`config.mk`:
```
export PLATFORM = sky130hd
export DESIGN_NAME = flash_wb_loader
export DESIGN_NICKNAME = d
export VERILOG_FILES = /design/src/rtl/gpu_loader_pkg.sv /design/src/rtl/spi_shift_engine.sv /design/src/rtl/flash_wb_loader.sv
export SDC_FILE = /design/constraint.sdc
export NUM_CORES = 1
export LEC_CHECK = 0
export ABC_AREA = 1
export ABC_CLOCK_PERIOD_IN_PS = 5350
export BUFFER_PORTS_ARGS = -buffer_cell sky130_fd_sc_hd__buf_2
export CAP_MARGIN = 20
export CORE_MARGIN = 5
export CORE_UTILIZATION = 45
export CTS_CLUSTER_DIAMETER = 200
export DETAILED_ROUTE_END_ITERATION = 10
export HOLD_SLACK_MARGIN = 0.15
export PLACE_DENSITY = 0.71
export SYNTH_ARGS = -nofsm -noshare
export SYNTH_HDL_FRONTEND = slang
export SYNTH_SLANG_ARGS = --single-unit
export TNS_END_PERCENT = 5
```
`constraint.sdc`:
```
create_clock -name clk_100MHz -period 5.35 [get_ports clk_100MHz]
set_input_delay 0.535 -clock clk_100MHz [delete_from_list [all_inputs] [get_ports clk_100MHz]]
set_output_delay 0.535 -clock clk_100MHz [all_outputs]
set_load 0.05 [all_outputs]
```
`src/rtl/gpu_loader_pkg.sv`:
```
// Shared types and constants for the boot-time flash to Wishbone loader.
package gpu_loader_pkg;

  typedef enum logic [2:0] {
    ST_IDLE   = 3'd0,
    ST_CMD    = 3'd1,
    ST_ADDR   = 3'd2,
    ST_DATA   = 3'd3,
    ST_WB     = 3'd4,
    ST_FINISH = 3'd5
  } state_t;

  localparam logic [7:0] SPI_READ_CMD = 8'h03;
  localparam int         WB_TIMEOUT   = 256;

  // Byte address of word idx; wraps modulo 2^32.
  function automatic logic [31:0] word_addr(input logic [31:0] base, input logic [15:0] idx);
    return base + {14'b0, idx, 2'b00};
  endfunction

endpackage

```
`src/rtl/spi_shift_engine.sv`:
```
// SPI mode-0 bit engine: sclk divider, 32-bit transmit shifter (updated on
// falling sclk) and 32-bit receive shifter (sampled on rising sclk).
// Clearing run freezes sclk and the divider so a frame resumes seamlessly.
module spi_shift_engine #(
  parameter int SCLK_DIV = 2
) (
  input  logic        clk,
  input  logic        rst_n,
  input  logic        load,
  input  logic [31:0] load_data,
  input  logic        run,
  input  logic        sdi,
  output logic        sclk,
  output logic        sdo,
  output logic [31:0] rx_data,
  output logic [5:0]  bit_cnt,
  output logic        fall_tick
);

  localparam logic [15:0] DIV_LAST = 16'(SCLK_DIV - 1);

  logic [15:0] cnt;
  logic [31:0] tx;
  logic        tick;

  assign tick      = run && (cnt == DIV_LAST);
  assign fall_tick = tick && sclk;

  // Divider, sclk toggle, transmit shift on fall, receive sample on rise.
  always_ff @(posedge clk or negedge rst_n) begin
    if (!rst_n) begin
      cnt     <= '0;
      tx      <= '0;
      rx_data <= '0;
      bit_cnt <= '0;
      sclk    <= 1'b0;
      sdo     <= 1'b0;
    end else if (load) begin
      cnt     <= '0;
      tx      <= load_data;
      sdo     <= load_data[31];
      bit_cnt <= '0;
      sclk    <= 1'b0;
    end else if (run) begin
      if (tick) begin
        cnt  <= '0;
        sclk <= ~sclk;
        if (!sclk) begin
          rx_data <= {rx_data[30:0], sdi};
          bit_cnt <= bit_cnt + 6'd1;
        end else begin
          // After the 32nd fall tx is empty, so sdo returns to 0.
          tx  <= {tx[30:0], 1'b0};
          sdo <= tx[30];
          if (bit_cnt == 6'd32) bit_cnt <= '0;
        end
      end else begin
        cnt <= cnt + 16'd1;
      end
    end
  end

endmodule

```
`src/rtl/flash_wb_loader.sv`:
```
// Boot loader: SPI flash READ (0x03) stream -> single Wishbone write cycles.
// Optional feature macro FLASH_WB_LOADER_TIMEOUT_EN: abort a Wishbone cycle
// with no ack after WB_TIMEOUT cycles and raise the sticky error flag.
// Wishbone handshake: a write is accepted on the clock edge where
// wb_stb_o and wb_ack_i are both high; stb/cyc drop on the following cycle.
module flash_wb_loader
  import gpu_loader_pkg::*;
#(
  parameter logic [23:0] FLASH_BASE = 24'h100000,
  parameter logic [31:0] WB_BASE    = 32'h0,
  parameter int          WORD_COUNT = 16384,
  parameter int          SCLK_DIV   = 2
) (
  input  logic        clk_100MHz,
  input  logic        reset_n,
  input  logic        start,
  output logic        busy,
  output logic        done,
  output logic        error,
  output logic        cs_n,
  output logic        sclk,
  output logic        sdo,
  input  logic        sdi,
  output logic        wp_n,
  output logic        hld_n,
  output logic        wb_cyc_o,
  output logic        wb_stb_o,
  output logic        wb_we_o,
  output logic [3:0]  wb_sel_o,
  output logic [31:0] wb_adr_o,
  output logic [31:0] wb_dat_o,
  input  logic        wb_ack_i,
  output logic [2:0]  state_dbg
);

  localparam logic [16:0] WC = 17'(WORD_COUNT);

  state_t      state;
  logic [15:0] idx;
  logic [16:0] idx_inc;
  logic        run, load;
  logic [31:0] rx_data;
  logic [5:0]  bit_cnt;
  logic        fall_tick, frame_done, cmd_done;

  assign wp_n      = 1'b1;
  assign hld_n     = 1'b1;
  assign wb_sel_o  = 4'hf;
  assign state_dbg = state;

  assign idx_inc    = {1'b0, idx} + 17'd1;
  assign run        = (state == ST_CMD) || (state == ST_ADDR) || (state == ST_DATA);
  assign load       = (state == ST_IDLE) && start && (WC != 17'd0);
  assign frame_done = fall_tick && (bit_cnt == 6'd32);
  assign cmd_done   = fall_tick && (bit_cnt == 6'd8);

  spi_shift_engine #(.SCLK_DIV(SCLK_DIV)) u_spi (
    .clk       (clk_100MHz),
    .rst_n     (reset_n),
    .load      (load),
    .load_data ({SPI_READ_CMD, FLASH_BASE}),
    .run       (run),
    .sdi       (sdi),
    .sclk      (sclk),
    .sdo       (sdo),
    .rx_data   (rx_data),
    .bit_cnt   (bit_cnt),
    .fall_tick (fall_tick)
  );

`ifdef FLASH_WB_LOADER_TIMEOUT_EN
  logic [8:0] tmo;
  logic       error_q;
  assign error = error_q;
`else
  assign error = 1'b0;
`endif

  // Sequencer: header, per-word read, Wishbone write, completion pulse.
  always_ff @(posedge clk_100MHz or negedge reset_n) begin
    if (!reset_n) begin
      state    <= ST_IDLE;
      idx      <= '0;
      busy     <= 1'b0;
      done     <= 1'b0;
      cs_n     <= 1'b1;
      wb_cyc_o <= 1'b0;
      wb_stb_o <= 1'b0;
      wb_we_o  <= 1'b0;
      wb_adr_o <= '0;
      wb_dat_o <= '0;
`ifdef FLASH_WB_LOADER_TIMEOUT_EN
      tmo      <= '0;
      error_q  <= 1'b0;
`endif
    end else begin
      case (state)
        ST_IDLE: begin
          if (start) begin
`ifdef FLASH_WB_LOADER_TIMEOUT_EN
            error_q <= 1'b0;
`endif
            idx <= '0;
            if (WC == 17'd0) begin
              state <= ST_FINISH;
              done  <= 1'b1;
            end else begin
              state <= ST_CMD;
              cs_n  <= 1'b0;
              busy  <= 1'b1;
            end
          end
        end
        ST_CMD:  if (cmd_done)   state <= ST_ADDR;
        ST_ADDR: if (frame_done) state <= ST_DATA;
        ST_DATA: begin
          if (frame_done) begin
            state    <= ST_WB;
            wb_cyc_o <= 1'b1;
            wb_stb_o <= 1'b1;
            wb_we_o  <= 1'b1;
            wb_adr_o <= word_addr(WB_BASE, idx);
            wb_dat_o <= rx_data;
`ifdef FLASH_WB_LOADER_TIMEOUT_EN
            tmo      <= '0;
`endif
          end
        end
        ST_WB: begin
          if (wb_ack_i) begin
            wb_cyc_o <= 1'b0;
            wb_stb_o <= 1'b0;
            wb_we_o  <= 1'b0;
            idx      <= idx_inc[15:0];
            if (idx_inc == WC) begin
              state <= ST_FINISH;
              done  <= 1'b1;
              busy  <= 1'b0;
              cs_n  <= 1'b1;
            end else begin
              state <= ST_DATA;
            end
          end
`ifdef FLASH_WB_LOADER_TIMEOUT_EN
          else if (tmo == 9'(WB_TIMEOUT - 1)) begin
            wb_cyc_o <= 1'b0;
            wb_stb_o <= 1'b0;
            wb_we_o  <= 1'b0;
            error_q  <= 1'b1;
            state    <= ST_FINISH;
            done     <= 1'b1;
            busy     <= 1'b0;
            cs_n     <= 1'b1;
          end else begin
            tmo <= tmo + 9'd1;
          end
`endif
        end
        ST_FINISH: begin
          done  <= 1'b0;
          state <= ST_IDLE;
        end
        default: state <= ST_IDLE;
      endcase
    end
  end

endmodule
```
# After elaboration in Yosys (flattened, before gate mapping)
# Index checks and enable logic that the tools add are counted.
# Widths: inputs -> output; s select.
# classes
shift	0
n_mul	0
bitwise	2
div_mod_pow	0
n_lt_le_gt_ge	0
n_eq_ne	16
n_addsub	3
n_reduce_logical	24
n_mux	41
# op_table
operator	n
$mux 31	4
$mux 16	5
$pmux 16 s2	1
$mux 6	5
$mux 3	6
$add 16x1->17 const B	1
$eq 17x15->1 const B	1
$add 16x1->16 const B	1
$eq 16x1->1 const B	1
$mux 1	15
$pmux 3 s5	1
$reduce_and 3->1	5
$ne 2x2->1 const B	6
$reduce_bool 2->1	6
$pmux 1 s2	4
$reduce_and 4->1	2
$add 6x1->6 const B	1
$eq 3x2->1 const B	2
$eq 3x3->1 const B	2
$eq 6x4->1 const B	1
$eq 6x6->1 const B	1
$logic_and 1x1->1	5
$reduce_and 5->1	1
$reduce_and 2->1	2
5 further kinds	7
# totals
wordCells	100
n_memories	0
latchBits	0
ff_bits	158
romBits	0
mem_bits_rw	0
out_inout_bits	82
input_bits	5

# Depth between registers and ports, before layout
# logic_depth
word_depth	8
depth_mapped	15
depth_no_buf	15

# Hierarchy
# From an unflattened synthesis, not the netlist that was laid out.
# hier_totals
cells_unflattened	955
hier_area_um2	7878.8
# by_module_without_submodules
mod	cells_per_inst	instances	seq_area_each_um2	area_each_um2
spi_shift_engine	582	1	2177.1	4425.5
flash_wb_loader	373	1	1778.0	3453.3

# Worst setup path before layout
# No wires, ideal clock.
# synth_timing
kind	reg2reg
from	register state[1], in the netlist state_dbg[1]
to	register wb_dat_o[7]
setup_slack_ns	3.396
period_less_slack_ns	1.954
arrival_time_ns	1.819
setup_time_ns	0.134
n_path_buf	2
path_stages_with_launch	10
t_required_ns	5.216
cell_sequence	dfrtp_1 > nor2_2 > nor2_2 > nand3_2 > nor3_4 > nand3_2 > buf_6 > buf_2 > nand2_1 > o21ai_0
# synth_between
elab_chain_cells	7
word_cells_on_any_way	9
cone_classes	3 x eq/ne; 6 x reduce/logical
# synth_rtl
item	line	source
from (decl)	flash_wb_loader.sv:38	state_t state;
from (signal assigned)	flash_wb_loader.sv:82	state <= ST_IDLE;
from (signal assigned)	flash_wb_loader.sv:105	state <= ST_FINISH;
from (signal assigned)	flash_wb_loader.sv:108	state <= ST_CMD;
$eq 3x1->1 or $eq 3x2->1 (tied branches)	flash_wb_loader.sv:52	assign run = (state == ST_CMD) || (state == ST_ADDR) || (state == ST_DATA);
$logic_or 1x1->1 (2 in a row)	flash_wb_loader.sv:52	
$logic_and 1x1->1	spi_shift_engine.sv:26	assign tick = run && (cnt == DIV_LAST);
$logic_and 1x1->1	spi_shift_engine.sv:27	assign fall_tick = tick && sclk;
$logic_and 1x1->1	flash_wb_loader.sv:54	assign frame_done = fall_tick && (bit_cnt == 6'd32);
$reduce_and 2->1 (no source line) *	n/a	
to (signal assigned)	flash_wb_loader.sv:123	wb_dat_o <= rx_data;
to (decl)	flash_wb_loader.sv:31	output logic [31:0] wb_dat_o,
# Every way passes the cells marked *; elsewhere a longest branch is shown, timed or not.
# A chain may end at the register's enable or synchronous reset.

# Worst setup path in the final report
# layout_timing
from	register u_spi.cnt[1]
to	register wb_dat_o[31]
# layout_between
elab_chain_cells	5
# layout_rtl
item	line	source
from (decl)	spi_shift_engine.sv:22	logic [15:0] cnt;
from (signal assigned)	spi_shift_engine.sv:58	cnt <= cnt + 16'd1;
$eq 16x1->1	spi_shift_engine.sv:26	
$logic_and 1x1->1	spi_shift_engine.sv:26	
$logic_and 1x1->1	spi_shift_engine.sv:27	
$logic_and 1x1->1	flash_wb_loader.sv:54	
$reduce_and 2->1 (no source line)	n/a	
# Every way passes these cells.

==> out/qor.yml <==
global_route:
  grt_start_max_net_pins: 91
  first_global_vias: 4493
  grt_util_all_layers_pct: 16.3
  grt_overflow_total: 0
  grt_pass1_wl_um: 21700
  antenna_found_initial: 0
placed_design:
  place_area_mm2: 0.00671
  hpwl_um: 8740
  globalplace.congestion: 0.862
  buffer_ports.inserted: 63
  dp_slack_ns: 2.40
cts:
  root_buffer: "clkbuf_16"
  cts-hold-fix-buffers: 0
  h-tree-depth: 4
  cts_tree: "done"
  postCtsSetupBuffers: 0
  cts.sinks: 138
  clock_latency_ns: 0.42
  cts_buffer_depth: 2
  clkTransAtPathRegs_ns: 0.06
  cts_made_buffers: 17
  ctsResizeCount: 0
routing:
  route.met3.wl_um: 719
  vias_per_cell: 4.89
  antenna_left: 0
  wl_met2_um: 5780
  wl_per_cell_um: 12.7
  drt_iter0_drc: 366
  drt_pass1_iterations: 5
  drt_wl_total_um: 12900
  route.detailed.drc: 0
  routed.top_layer: "met4"
  vias: 4941
  wl_met1_um: 6200
sta:
  fmax_ghz: 0.340
  worst_pin_slew_ns: 1.00
  slew_headroom_pct: 32.9
  whs_ns: 0.143
  setup_violations: 0
  finalCritPeriodShare_pct: 55.0
  finalMaxSlewViolations: 0
  layout_min_cycle_time_ns: 2.94
  finalHoldViolCount: 0
  final.setup.worst_slack_ns: 2.41
  fin_skew_ns: 0.00723
  rsz0062_at_grt: "false"
  setup_tns_ns: 0
worst_setup_path:
  r2r-end: "wb_dat_o[31]"
  cp-end-kind: "flip-flop"
  slowest_stage: "nand3_2"
  worstPathArrival_ns: 3.25
  cpMostUsedCell: "inv_1"
  rr_worst_depth: 9
  rr_startpoint: "u_spi.cnt[1]"
  crit_start: "u_spi.cnt[1]"
  critPathRequiredTime_ns: 5.65
  crit_fanout: 34
  critPathBufInv: 3
  crit_family: "simple AND/OR/NAND/NOR gates"
  worstSetupEndpoint: "wb_dat_o[31]"
  reg2reg_slack_ns: 2.41
  cp_cell_sequence: "inv_1 > ha_1 > inv_1 > nor2_1 > nand4_1 > nor3_4 > nand3_2 > buf_4 > mux2_4"
  worst-path-stages: 9
  slowest_delay_ns: 0.63
  crit_type: "reg2reg"
  startpoint_type: "flip-flop"
job:
  maxCapViolCount: 0
finish:
  area_delta_synth_final_pct: 14.5
  n_fill_cell: 1327
  n_antenna_cell: 0
  final_cell_mix: "nand2_1, dfrtp_1, inv_1, o21ai_0, buf_2"
  final_nets: 828
  drive_gt1_share_pct: 14.1
  final_common_cell: "nand2_1"
  final_area_mm2: 0.00728
synthesis:
  ys_ff_latch: 138
  yosys_warnings: 0
  ys.flop_type: "dfrtp_1"
  synth-edff-count: 0
  netlist_instances: 760
  syn_area_mm2: 0.00636
  synth_async_sr_flop_share_pct: 100
  synth.distinct_cells: 39
  avgSynthCellArea_um2: 8.36
  seq_area_frac_synth_pct: 54.3
power:
  p_switching_w: 0.00114
  ir_drop_mv: 0.248
  pwr-share-comb_pct: 25.5
  switching_share_pct: 36.0
  power_density_mw_per_mm2: 437
  p_int_w: 0.00203
  power_frac_clock_pct: 35.6
  power.total_w: 0.00318
  power.share.sequential_pct: 38.9
  power_leakage_nw: 3.52
die:
  die-area_mm2: 0.0166
  initial_core_util_pct: 45.8
  dieHeight_um: 129
  core-area_mm2: 0.0139
  fp-row-count: 43
  ioPinCount: 87
  fp.dieW_um: 129
outcome:
  status: "finished clean"
worst_hold_path:
  hold_class: "in2async"
## stage by stage
| stage | utilization, % | instances |
|---|---|---|
| after global placement | 48.3 | 979 |
| after detailed placement | 48.3 | 979 |
| after global routing | 52.4 | 1010 |
| after CTS | 52.4 | 1010 |
| after floorplan | - | 781 |
| final | 52.4 | 1010 |
## how the worst min path moves through the flow
stage | start | endpoint | slack, ns
6_report | reset_n | u_spi.tx[26] | 0.14
5_1_grt | reset_n | u_spi.tx[26] | 0.25
4_1_cts | reset_n | u_spi.tx[26] | 0.21
3_5_place_dp | cs_n | cs_n | 0.46
3_3_place_gp | u_spi.tx[27] | u_spi.tx[28] | 0.45
2_1_floorplan | reset_n | busy | 0.24
## area by class of cell
| cell class | count | area, um2 | area share [%] |
|---|---|---|---|
| well taps | 180 | 225 | 3.09 |
| repair buffers | 66 | 344 | 4.73 |
| flip-flops and latches | 138 | 3450 | 47.5 |
| clock buffers | 20 | 447 | 6.14 |
| multi-input cells | 502 | 2330 | 32.0 |
| clock inverters | 11 | 123 | 1.69 |
| inverters | 93 | 352 | 4.83 |
## power groups by stage
stage / Sequential, W / Combinational [W] / Clock, W
finish: 0.00124 / 0.000809 / 0.00113
global route: 0.00125 / 0.000907 / 0.00121
CTS: 0.00124 / 0.000816 / 0.00116
detailed placement: 0.00125 / 0.000811 / 0
global placement: 0.00125 / 0.000805 / 0
floorplan: 0.00134 / 0.000561 / 0
## cells in the mapped netlist, drive strengths merged (3+ instances only)
master / n / area share (%)
nor2: 55 / 3.5
dfrtp: 137 / 54
nand2: 205 / 12
o22ai: 10 / 0.98
o21ai: 112 / 8.9
nand3: 29 / 2.4
buf: 37 / 4.0
clkbuf: 11 / 0.69
inv: 93 / 5.5
a21oi: 23 / 1.8
ha: 5 / 0.98
nor3: 12 / 1.3
nor4: 3 / 0.39
nand4: 14 / 1.4
## kinds of logic (layout without fill, tap and decap cells)
kind of cell               Yosys count  in the layout  synth area share (%)
DFF                                138            138                  54.3
AOI/OAI and AO/OA                  151            151                  12.5
xor gates and xnor gates             1              1                 0.138
buffers and inverters              141            190                  10.3
adders and majority gates            5              5                 0.984
other                                2             23                 0.118
and+or+nand+nor                    321            321                  21.4
muxes                                1              1                 0.236
## sequential cells by signal (all words and copies together) (netlist names)
signal / count
u_spi.rx_data: 32
wb_dat_o: 32
idx: 16
u_spi.cnt: 16
wb_adr_o: 16
u_spi.tx: 11
u_spi.bit_cnt: 6
state_dbg: 3
busy: 1
cs_n: 1
done: 1
u_spi.sclk: 1
u_spi.sdo: 1
wb_we_o: 1
## per-layer routing
layer	up-vias	global-route usage [%]
met5	-	0
met4	0	5.31
met3	13	4.90
met2	104	24.1
met1	2306	23.2
li1	2518	-
No activity file was read; power rests on OpenSTA's default activity.
